==> src/rtl/ram_access_ctrl.sv <==
// ram_access_ctrl: two-port round-robin access controller for a single-port RAM,
// with a full-memory clear sweep that runs at power-up and on request.
module ram_access_ctrl #(
   parameter int ADDR_W = 3,
   parameter int DATA_W = 4
) (
   input  logic              clk,
   input  logic              rst,
   input  logic              req0,
   input  logic              req1,
   input  logic              wr_rd0,
   input  logic              wr_rd1,
   input  logic [ADDR_W-1:0] addr0,
   input  logic [ADDR_W-1:0] addr1,
   input  logic [DATA_W-1:0] wdata0,
   input  logic [DATA_W-1:0] wdata1,
   input  logic              clr_req,
   output logic              gnt0,
   output logic              gnt1,
   output logic              rvalid0,
   output logic              rvalid1,
   output logic [DATA_W-1:0] rdata,
   output logic              busy,
   output logic              clr_done,
   output logic              ram_en,
   output logic              ram_rst,
   output logic              ram_wr_rd,
   output logic [7:0]        ram_addr,
   output logic [DATA_W-1:0] ram_din,
   input  logic [DATA_W-1:0] ram_dout
);
   typedef enum logic [1:0] {IDLE, CLEAR, ISSUE, RESP} state_t;
   localparam logic [7:0] LAST = 8'((1 << ADDR_W) - 1);
   state_t state_q, state_d;
   logic last_gnt_q, last_gnt_d, clr_pend_q, clr_pend_d;
   logic gnt0_d, gnt1_d, rvalid0_d, rvalid1_d, busy_d, clr_done_d;
   logic ram_en_d, ram_rst_d, ram_wr_rd_d;
   logic [7:0] ram_addr_d;
   logic [DATA_W-1:0] ram_din_d;
   always_ff @(posedge clk or negedge rst) begin
      if (!rst) begin
         state_q    <= IDLE;
         last_gnt_q <= 1'b1;
         clr_pend_q <= 1'b1;
         gnt0       <= 1'b0;
         gnt1       <= 1'b0;
         rvalid0    <= 1'b0;
         rvalid1    <= 1'b0;
         busy       <= 1'b0;
         clr_done   <= 1'b0;
         ram_en     <= 1'b0;
         ram_rst    <= 1'b0;
         ram_wr_rd  <= 1'b0;
         ram_addr   <= '0;
         ram_din    <= '0;
      end else begin
         state_q    <= state_d;
         last_gnt_q <= last_gnt_d;
         clr_pend_q <= clr_pend_d;
         gnt0       <= gnt0_d;
         gnt1       <= gnt1_d;
         rvalid0    <= rvalid0_d;
         rvalid1    <= rvalid1_d;
         busy       <= busy_d;
         clr_done   <= clr_done_d;
         ram_en     <= ram_en_d;
         ram_rst    <= ram_rst_d;
         ram_wr_rd  <= ram_wr_rd_d;
         ram_addr   <= ram_addr_d;
         ram_din    <= ram_din_d;
      end
   end
   // last_gnt doubles as the current winner: it only changes on entry to ISSUE
   always_comb begin
      state_d    = state_q;
      last_gnt_d = last_gnt_q;
      clr_pend_d = clr_pend_q | clr_req;
      case (state_q)
         IDLE: begin
            if (clr_pend_q | clr_req) begin
               state_d    = CLEAR;
               clr_pend_d = 1'b0;
            end else if (req0 | req1) begin
               state_d    = ISSUE;
               last_gnt_d = (req0 & req1) ? ~last_gnt_q : req1;
            end
         end
         CLEAR: begin
            clr_pend_d = 1'b0;
            state_d    = (ram_addr == LAST) ? IDLE : CLEAR;
         end
         ISSUE: state_d = ram_wr_rd ? IDLE : RESP;
         RESP:  state_d = IDLE;
      endcase
   end
   // outputs are registered, so they decode the state being entered
   always_comb begin
      ram_addr_d  = ram_addr;
      ram_din_d   = ram_din;
      ram_wr_rd_d = ram_wr_rd;
      if (state_d == CLEAR)
         ram_addr_d = (state_q == CLEAR) ? ram_addr + 8'd1 : 8'd0;
      else if (state_q == IDLE && state_d == ISSUE) begin
         ram_addr_d  = last_gnt_d ? 8'(addr1) : 8'(addr0);
         ram_din_d   = last_gnt_d ? wdata1 : wdata0;
         ram_wr_rd_d = last_gnt_d ? wr_rd1 : wr_rd0;
      end
      busy_d     = state_d != IDLE;
      ram_en_d   = state_d == CLEAR || state_d == ISSUE;
      ram_rst_d  = state_d == CLEAR;
      clr_done_d = state_d == CLEAR && ram_addr_d == LAST;
      gnt0_d     = state_d == ISSUE && !last_gnt_d;
      gnt1_d     = state_d == ISSUE && last_gnt_d;
      rvalid0_d  = state_d == RESP && !last_gnt_d;
      rvalid1_d  = state_d == RESP && last_gnt_d;
   end
   assign rdata = ram_dout;
endmodule

==> config.mk <==
export PLATFORM = sky130hd
export DESIGN_NAME = ram_access_ctrl
export DESIGN_NICKNAME = d
export VERILOG_FILES = /design/src/rtl/ram_access_ctrl.sv
export SDC_FILE = /design/constraint.sdc
export NUM_CORES = 1
export LEC_CHECK = 0
export ABC_CLOCK_PERIOD_IN_PS = 4200
export CORE_MARGIN = 4
export CORE_UTILIZATION = 40
export DETAILED_ROUTE_END_ITERATION = 6
export HOLD_SLACK_MARGIN = 0.06
export PLACE_DENSITY_LB_ADDON = 0.1
export SLEW_MARGIN = 20
export SYNTH_ARGS = -nofsm -noshare
export SYNTH_HDL_FRONTEND = slang
export SYNTH_SLANG_ARGS = --single-unit
==> constraint.sdc <==
create_clock -name clk -period 4.2 [get_ports clk]
set_input_delay 1.26 -clock clk [delete_from_list [all_inputs] [get_ports clk]]
set_output_delay 1.26 -clock clk [all_outputs]
set_load 0.01 [all_outputs]
==> impl_metrics.toml, run 1 <==
[layout]
fin_nets = 208
register_area_um2 = 628
multi_input_area_um2 = 649
area_delta_synth_final_pct = 32.2
insertedDiodeCount = 0
fin_cells = 223
final_common_cell = "clkdlybuf4s50_1"
reg.largest.list = "ram_addr (8), ram_din (4), state_q (2)"
final_cell_mix = "clkdlybuf4s50_1 (40), dfrtp_1 (23), nor2_1 (12), inv_1 (12)"
drive_above_1_share = 0.0904
fillCellCount = 321
largest-register = "ram_addr"
largest_register_ffs = 8

[clock_network]
clock_path_buffers = 2
ctsResizeCount = 0
cts_setup_buffers = 0
h-tree-depth = 1
cts_tree = "yes"
cts_hold_buffers = 0
cts.clk_slew.worst_paths_ps = 140
cts_root_buffer = "clkbuf_4"
clk_latency_ps = 330
cts.sinks = 25
cts_made_buffers = 3

[sta]
fin_skew_ps = 5.22
timing.fmax_ghz = 0.274
period_minus_slack_ps = 3660
fin_setup_tns_ps = 0
tightestPinTransition_ps = 550
slew_headroom = 0.632
rsz0062_at_grt = "no"
drv_slew = 0
timing.final.crit_share = 0.871
setup_viol = 0
hold_viol = 0

[setup_path]
required_ps = 4470
setup.worst_path.start_class = "input port"
end_kind = "register"
crit_chain = "clkdlybuf4s50_1 > nor2_2 > o21ai_0 > mux2i_1 > inv_1 > ha_1 > nor4b_2 > nand2_1 > nor3_1 > a311o_1 > and3b_1"
crit_slowest_cell = "nor4b_2"
critPathBufInv = 2
crit_family = "simple AND/OR/NAND/NOR gates"
path_class = "in2reg"
max_stage_delay_ps = 530
cp_max_fo = 12
crit_arrival_ps = 3930

[global_route]
grt_max_degree = 25
overflow = 0
antenna_found_initial = 0
grt_pass1_vias = 1198
grt_pass1_wl_um = 5120
grtUsageTotal = 0.149

[floorplanning]
num_rows = 21
die_y_um = 67.0
initial_core_util = 0.417
dieArea_um2 = 4490
die_w_um = 67.0
io_pins = 50
coreArea_um2 = 3340

[place]
gp_congestion = 0.847
port-buffer-count = 41
dp_cells = 219
dpl.hpwl_um = 2340

[worst_hold_path]
worstHoldPathType = "reg2reg"

[power]
p_leak_uw = 0.000822
power.density_nw_per_um2 = 541
vdd_drop_max_v = 0.000263

[detailed_routing]
detail-route-antenna-nets = 0
wl_per_cell_um = 13.6
drc_errors = 0
first_iter_violations = 42
via_per_inst = 5.08
drt_pass1_iterations = 4
vias = 1133
totalWireLength_um = 3030

[synthesis]
synth_fp_nets = 169
synth_area_um2 = 1390
ys_seq_elements = 25
yosysWarnings = 0
ys_types = 42
syn_avg_cell_area_um2 = 10.0
ys_seq_area_frac = 0.451
syn_inst = 139

[status]
status = "finished clean"

[run]
maxCapViolations = 0
[stage by stage]
| stage | total power [uW] | hold WS, ps | utilization | instance area [um2] | worst slack [ps] |
|---|---|---|---|---|---|
| 6_report | 995 | 555 | 0.552 | 1840 | 544 |
| 5_1_grt | 1070 | 610 | 0.552 | 1840 | 295 |
| 4_1_cts | 1010 | 566 | 0.553 | 1850 | 576 |
| 3_5_place_dp | 887 | 526 | 0.544 | 1810 | 239 |
| 3_3_place_gp | 875 | 514 | 0.544 | 1810 | 439 |
| 2_1_floorplan | 707 | 564 | - | 1390 | 1020 |
[cell type report]
class	count	area share
Multi-Input combinational cell	92	0.353
Sequential cell	25	0.341
Timing Repair Buffer	43	0.228
Tap cell	46	0.0313
Inverter	13	0.0292
Clock buffer	3	0.0122
Clock inverter	1	0.00476
[where the power goes]
part / total, uW / switching (uW) / internal, uW
logic: 512 / 259 / 253
registers: 366 / 62.7 / 304
clock network: 117 / 78.1 / 38.8
total: 995 / 400 / 596
[per-layer routing]
metal	part of all wire	GRT usage	vias to the layer above
li1	-	-	553
met1	0.42	0.165	545
met2	0.49	0.265	33
met3	0.088	0.0489	2
met4	0.0056	0.0481	0
met5	0	0	-
[worst paths after layout]
kind | slack, ps | start | endpoint | depth (start not counted)
worst max-delay path | 540 | clr_req | clr_done | 11
worst max register to register | 1230 | ram_addr[4] | clr_done | 10
max in group asynchronous | 2770 | rst | clr_pend_q | 2
min in group asynchronous | 890 | rst | ram_en | 1
worst min register to register | 550 | ram_din[1] | ram_din[1] | 2
worst min-delay path | 550 | ram_din[1] | ram_din[1] | 2
[synthesized netlist by cell type]
library cell	count	area (um2)
a21bo_1	1	10.0
a21oi_1	7	35.0
a22o_1	1	8.76
a22oi_1	1	7.51
a311o_1	2	20.0
a31oi_4	1	21.3
a32o_1	1	10.0
a41oi_1	1	8.76
and2_1	4	25.0
and3_1	2	12.5
and3b_1	1	8.76
and4_4	1	11.3
buf_2	1	5.00
buf_4	5	37.5
buf_6	1	11.3
clkbuf_1	2	7.51
dfrtp_1	23	576
dfstp_2	2	52.6
ha_1	5	62.6
inv_1	12	45.0
inv_6	1	8.76
mux2i_1	10	100
nand2_1	10	37.5
nand2b_1	4	25.0
nand3_1	2	10.0
nand3b_1	1	7.51
nand4_1	1	6.26
nand4b_1	1	8.76
nor2_1	12	45.0
nor2_2	1	6.26
nor2_4	1	11.3
nor2_8	1	20.0
nor2b_1	1	6.26
nor3_1	3	15.0
nor4b_2	1	15.0
o21ai_0	9	45.0
o221ai_1	1	8.76
o22ai_1	1	6.26
o31ai_1	1	7.51
o41ai_1	1	8.76
xnor2_1	1	8.76
xor2_1	1	8.76
[worst register-to-register path, delay by kind of cell, from the launching register on]
family | cells | cell delay (ps)
AOI/OAI and AO/OA | 2 | 350
and+or+nand+nor | 5 | 1320
DFF | 1 | 460
adders and majority gates | 1 | 350
buffers and inverters | 1 | 130
muxes | 1 | 310
[cells by family after synthesis]
group,synth area share
adders and majority gates,0.0449
xor gates and xnor gates,0.0126
and+or+nand+nor,0.195
DFF,0.451
AOI/OAI and AO/OA,0.142
buffers and inverters,0.0827
muxes,0.0719
Power figures use the tool's default switching activity.
==> inputs of run 2 (changes only) <==
- MAX_ROUTING_LAYER: default -> met4
==> run 2 against run 1 <==
  * Total power is essentially flat
  * Die area is the same
  * Flip-flop and latch count is the same
  * Core utilization is the same
  * Maximum frequency is essentially flat
  * Non-clock buffer count is the same
  * Clock power is essentially flat
  * Register-to-register slack is essentially flat
  * Count of clock-buffer cells in the layout is the same
  * Wire length shrank 0.23%
  * Sequential power is essentially flat
  * Largest cell class unchanged
  * Critical path type unchanged
==> impl_metrics.toml, run 2 (synthesized netlist as in run 1, its figures left out) <==
[sta]
fin_skew_ps = 5.25
drv_slew = 0
timing.fmax_ghz = 0.274
fin_setup_tns_ps = 0
fin_hold_ws_ps = 555
layout_setup_ws_ps = 545
tightestPinTransition_ps = 550
timing.final.crit_share = 0.870
hold_viol = 0
rsz0062_at_grt = "no"
slew_headroom = 0.633
setup_viol = 0
period_minus_slack_ps = 3650

[layout]
insertedDiodeCount = 0
final_cell_mix = "clkdlybuf4s50_1 (40), dfrtp_1 (23), nor2_1 (12), inv_1 (12)"
fin_cells = 223
area_delta_synth_final_pct = 32.2
largest_register_ffs = 8
reg.largest.list = "ram_addr (8), ram_din (4), state_q (2)"
drive_above_1_share = 0.0904
fin_nets = 208
largest-register = "ram_addr"
fillCellCount = 321
stdcell_area_um2 = 1840
final_common_cell = "clkdlybuf4s50_1"

[detailed_routing]
routed.top_layer = "met4"
met2_length_um = 1480
wl_met1_um = 1320
totalWireLength_um = 3030
drt_pass1_iterations = 4
drc_errors = 0
wl_per_cell_um = 13.6
met3_length_um = 212
via_per_inst = 5.08
vias = 1132
first_iter_violations = 40
detail-route-antenna-nets = 0

[setup_path]
cp_max_fo = 12
cp-startpoint = "clr_req"
reg2reg_to = "clr_done"
end_kind = "register"
required_ps = 4470
r2r_start = "ram_addr[4]"
setup.worst_path.start_class = "input port"
endpoint = "clr_done"
crit_arrival_ps = 3930
worst-r2r-cell-count = 10
reg2reg_slack_ps = 1230
path_class = "in2reg"

[floorplanning]
dieArea_um2 = 4490
coreArea_um2 = 3340
num_rows = 21
die_w_um = 67.0
io_pins = 50
die_y_um = 67.0
initial_core_util = 0.417

[global_route]
grtUsageTotal = 0.153
grt_pass1_wl_um = 5130
grt_pass1_vias = 1198
antenna_found_initial = 0
grt_max_degree = 25
overflow = 0

[place]
placed_area_um2 = 1810
dp_cells = 219
port-buffer-count = 41
gp_congestion = 0.860
dpl.hpwl_um = 2340
dp_slack_ps = 239

[power]
vdd_drop_max_v = 0.000263
power.density_nw_per_um2 = 541
p_leak_uw = 0.000822

[run]
maxCapViolations = 0

[clock_network]
cts.sinks = 25
ctsResizeCount = 0
cts_setup_buffers = 0
clock_path_buffers = 2
h-tree-depth = 1
cts_root_buffer = "clkbuf_4"
cts_made_buffers = 3
cts.clk_slew.worst_paths_ps = 140
cts_hold_buffers = 0
cts_tree = "yes"
clk_latency_ps = 330

[status]
status = "finished clean"

[worst_hold_path]
worstHoldStart = "ram_din[1]"
worstHoldPathType = "reg2reg"
run 2: cell counts in the layout (fill, tap and decap cells not counted):
No cell type changed its count.
run 2: layout make-up:
| type | count | area, um2 | share of cell area |
|---|---|---|---|
| clock inverter | 1 | 8.76 | 0.00476 |
| timing repair buffer | 43 | 420 | 0.228 |
| clock buffer | 3 | 22.5 | 0.0122 |
| sequential | 25 | 628 | 0.341 |
| tap | 46 | 57.6 | 0.0313 |
| multi-input combinational | 92 | 649 | 0.353 |
| inverter | 13 | 53.8 | 0.0292 |
run 2: power breakdown:
part	total, uW	switching (uW)	internal (uW)	leakage [uW]
logic	513	259	253	0.000484
registers	366	62.2	304	0.000320
clock network	117	78.1	38.8	0.0000183
total	995	400	596	0.000822
run 2: how the worst min path moves through the flow:
| stage | end | cells past startpoint |
|---|---|---|
| floorplan | ram_din[0] | 2 |
| global route | ram_din[0] | 2 |
| detailed placement | ram_din[1] | 2 |
| global placement | ram_din[3] | 2 |
| finish | ram_din[1] | 2 |
| CTS | ram_din[2] | 2 |
run 2: worst max-delay path, cell delays in order:
cell and delay (ps):
clkdlybuf4s50_1 450, nor2_2 230, o21ai_0 120, mux2i_1 280
inv_1 130, ha_1 350, nor4b_2 530, nand2_1 100
nor3_1 160, a311o_1 160, and3b_1 160
run 2: stage by stage:
step | util | power [uW]
2_1_floorplan | - | 707
3_3_place_gp | 0.544 | 875
3_5_place_dp | 0.544 | 887
4_1_cts | 0.553 | 1010
5_1_grt | 0.552 | 1070
6_report | 0.552 | 995
run 2: layer usage:
metal,vias to the layer above,global-route usage
li1,552,-
met1,540,0.175
met2,38,0.265
met3,2,0.0337
met4,0,0.0481
met5,-,-
==> inputs of run 3 (changes only) <==
- CORE_UTILIZATION: 40 -> 48
==> run 3 against run 2 <==
  * Cell area fell by 1.0%
  * Highest routed layer unchanged
  * Maximum frequency rose by 4.2%
  * Cell count down 6.7%
  * Total power rose by 0.70%
  * Clock power up 3%
  * Clock skew grew 2.1 ps
  * Critical path depth is 1 higher
  * First-iteration DRC count down 25%
  * Flip-flop and latch count did not move
  * Non-clock buffer count unchanged
==> impl_metrics.toml, run 3 (synthesized netlist as in run 1, its figures left out) <==
[status]
status = "finished clean"

[place]
dp_cells = 204
port-buffer-count = 41
dpl.hpwl_um = 2360
gp_congestion = 0.812
placed_area_um2 = 1800
dp_slack_ps = 356

[clock_network]
cts_hold_buffers = 0
cts.sinks = 25
cts_setup_buffers = 0
clock_path_buffers = 2
cts.clk_slew.worst_paths_ps = 160
cts_tree = "yes"
ctsResizeCount = 0
cts_made_buffers = 3
clk_latency_ps = 340
cts_root_buffer = "clkbuf_4"
h-tree-depth = 1

[floorplanning]
coreArea_um2 = 2760
dieArea_um2 = 3830
initial_core_util = 0.505
io_pins = 50
num_rows = 19
die_y_um = 61.9
die_w_um = 61.9

[sta]
rsz0062_at_grt = "no"
drv_slew = 0
fin_skew_ps = 7.32
layout_setup_ws_ps = 693
slew_headroom = 0.654
hold_viol = 0
setup_viol = 0
timing.final.crit_share = 0.835
fin_hold_ws_ps = 560
timing.fmax_ghz = 0.285
tightestPinTransition_ps = 519
fin_setup_tns_ps = 0
period_minus_slack_ps = 3510

[layout]
final_cell_mix = "clkdlybuf4s50_1 (40), dfrtp_1 (23), nor2_1 (12), inv_1 (12)"
drive_above_1_share = 0.0904
final_common_cell = "clkdlybuf4s50_1"
largest-register = "ram_addr"
fillCellCount = 241
stdcell_area_um2 = 1820
largest_register_ffs = 8
fin_cells = 208
multi_input_area_um2 = 649
register_area_um2 = 628
reg.largest.list = "ram_addr (8), ram_din (4), state_q (2)"
fin_nets = 208
area_delta_synth_final_pct = 30.8
insertedDiodeCount = 0

[power]
switchingPower_uw = 407
vdd_drop_max_v = 0.000445
internal_power_uw = 595
combPwrFrac = 0.514
swShare = 0.406
p_leak_uw = 0.000822
p_clk_frac = 0.121
power.density_nw_per_um2 = 550
pwr-share-seq = 0.365

[global_route]
overflow = 0
grt_pass1_wl_um = 5010
antenna_found_initial = 0
grtUsageTotal = 0.183
grt_pass1_vias = 1121
grt_max_degree = 25

[setup_path]
crit_slowest_cell = "clkdlybuf4s50_1"
crit_arrival_ps = 3790
worst-path-stages = 12
max_stage_delay_ps = 440
crit_chain = "clkdlybuf4s50_1 > nor2_2 > o21ai_0 > mux2i_1 > inv_1 > ha_1 > nor4b_2 > buf_4 > nand2_1 > nor3_1 > a311o_1 > and3b_1"
cp_max_fo = 15
required_ps = 4480
crit_family = "simple AND/OR/NAND/NOR gates"
setup.worst_path.start_class = "input port"
end_kind = "register"
path_class = "in2reg"
critPathBufInv = 3
worst-r2r-cell-count = 11

[detailed_routing]
first_iter_violations = 30
detail-route-antenna-nets = 0
via_per_inst = 5.39
totalWireLength_um = 3020
drc_errors = 0
drt_pass1_iterations = 4
wl_per_cell_um = 14.5
vias = 1121

[worst_hold_path]
worstHoldPathType = "reg2reg"
min_path_cells = 2

[run]
maxCapViolations = 0
-- run 3: cell type report --
type	count	area share
timing repair buffer	43	0.231
sequential	25	0.345
clock buffer	3	0.0124
clock inverter	1	0.00481
tap	31	0.0213
inverter	13	0.0295
multi-input combinational	92	0.356
-- run 3: power groups by stage --
| stage | clock network [uW] | registers [uW] | logic (uW) |
|---|---|---|---|
| 2_1_floorplan | 0 | 366 | 342 |
| 6_report | 121 | 366 | 515 |
| 3_5_place_dp | 0 | 370 | 514 |
| 4_1_cts | 123 | 366 | 518 |
| 3_3_place_gp | 0 | 370 | 507 |
| 5_1_grt | 132 | 375 | 571 |
-- run 3: path summary, 6_finish.rpt --
check	end	start	slack, ps
max in group asynchronous	last_gnt_q	rst	2810
min in group asynchronous	rvalid1	rst	870
min	ram_din[0]	ram_din[0]	560
max reg2reg	clr_done	ram_addr[4]	1360
max	clr_done	clr_req	690
min reg2reg	ram_din[0]	ram_din[0]	560
-- run 3: worst reg2reg max path: stages (launching register included) --
cell	delay (ps)
dfrtp_1	460
nor3_1	350
a41oi_1	180
mux2i_1	280
inv_1	130
ha_1	360
nor4b_2	260
buf_4	230
nand2_1	80
nor3_1	130
a311o_1	160
and3b_1	160
-- run 3: through the flow --
stage                      util  power [uW]
after floorplan               -         707
after global placement    0.651         877
after detailed placement  0.651         885
after CTS                 0.662        1010
after global routing      0.661        1080
final                     0.661        1000
-- run 3: routing by layer --
layer,track usage,part of all wire,routed length (um),vias up
met3,0.0310,0.057,173,4
met1,0.233,0.45,1360,526
li1,-,-,-,548
met5,-,0,0,-
met4,0.0636,0.011,34,0
met2,0.293,0.48,1450,43
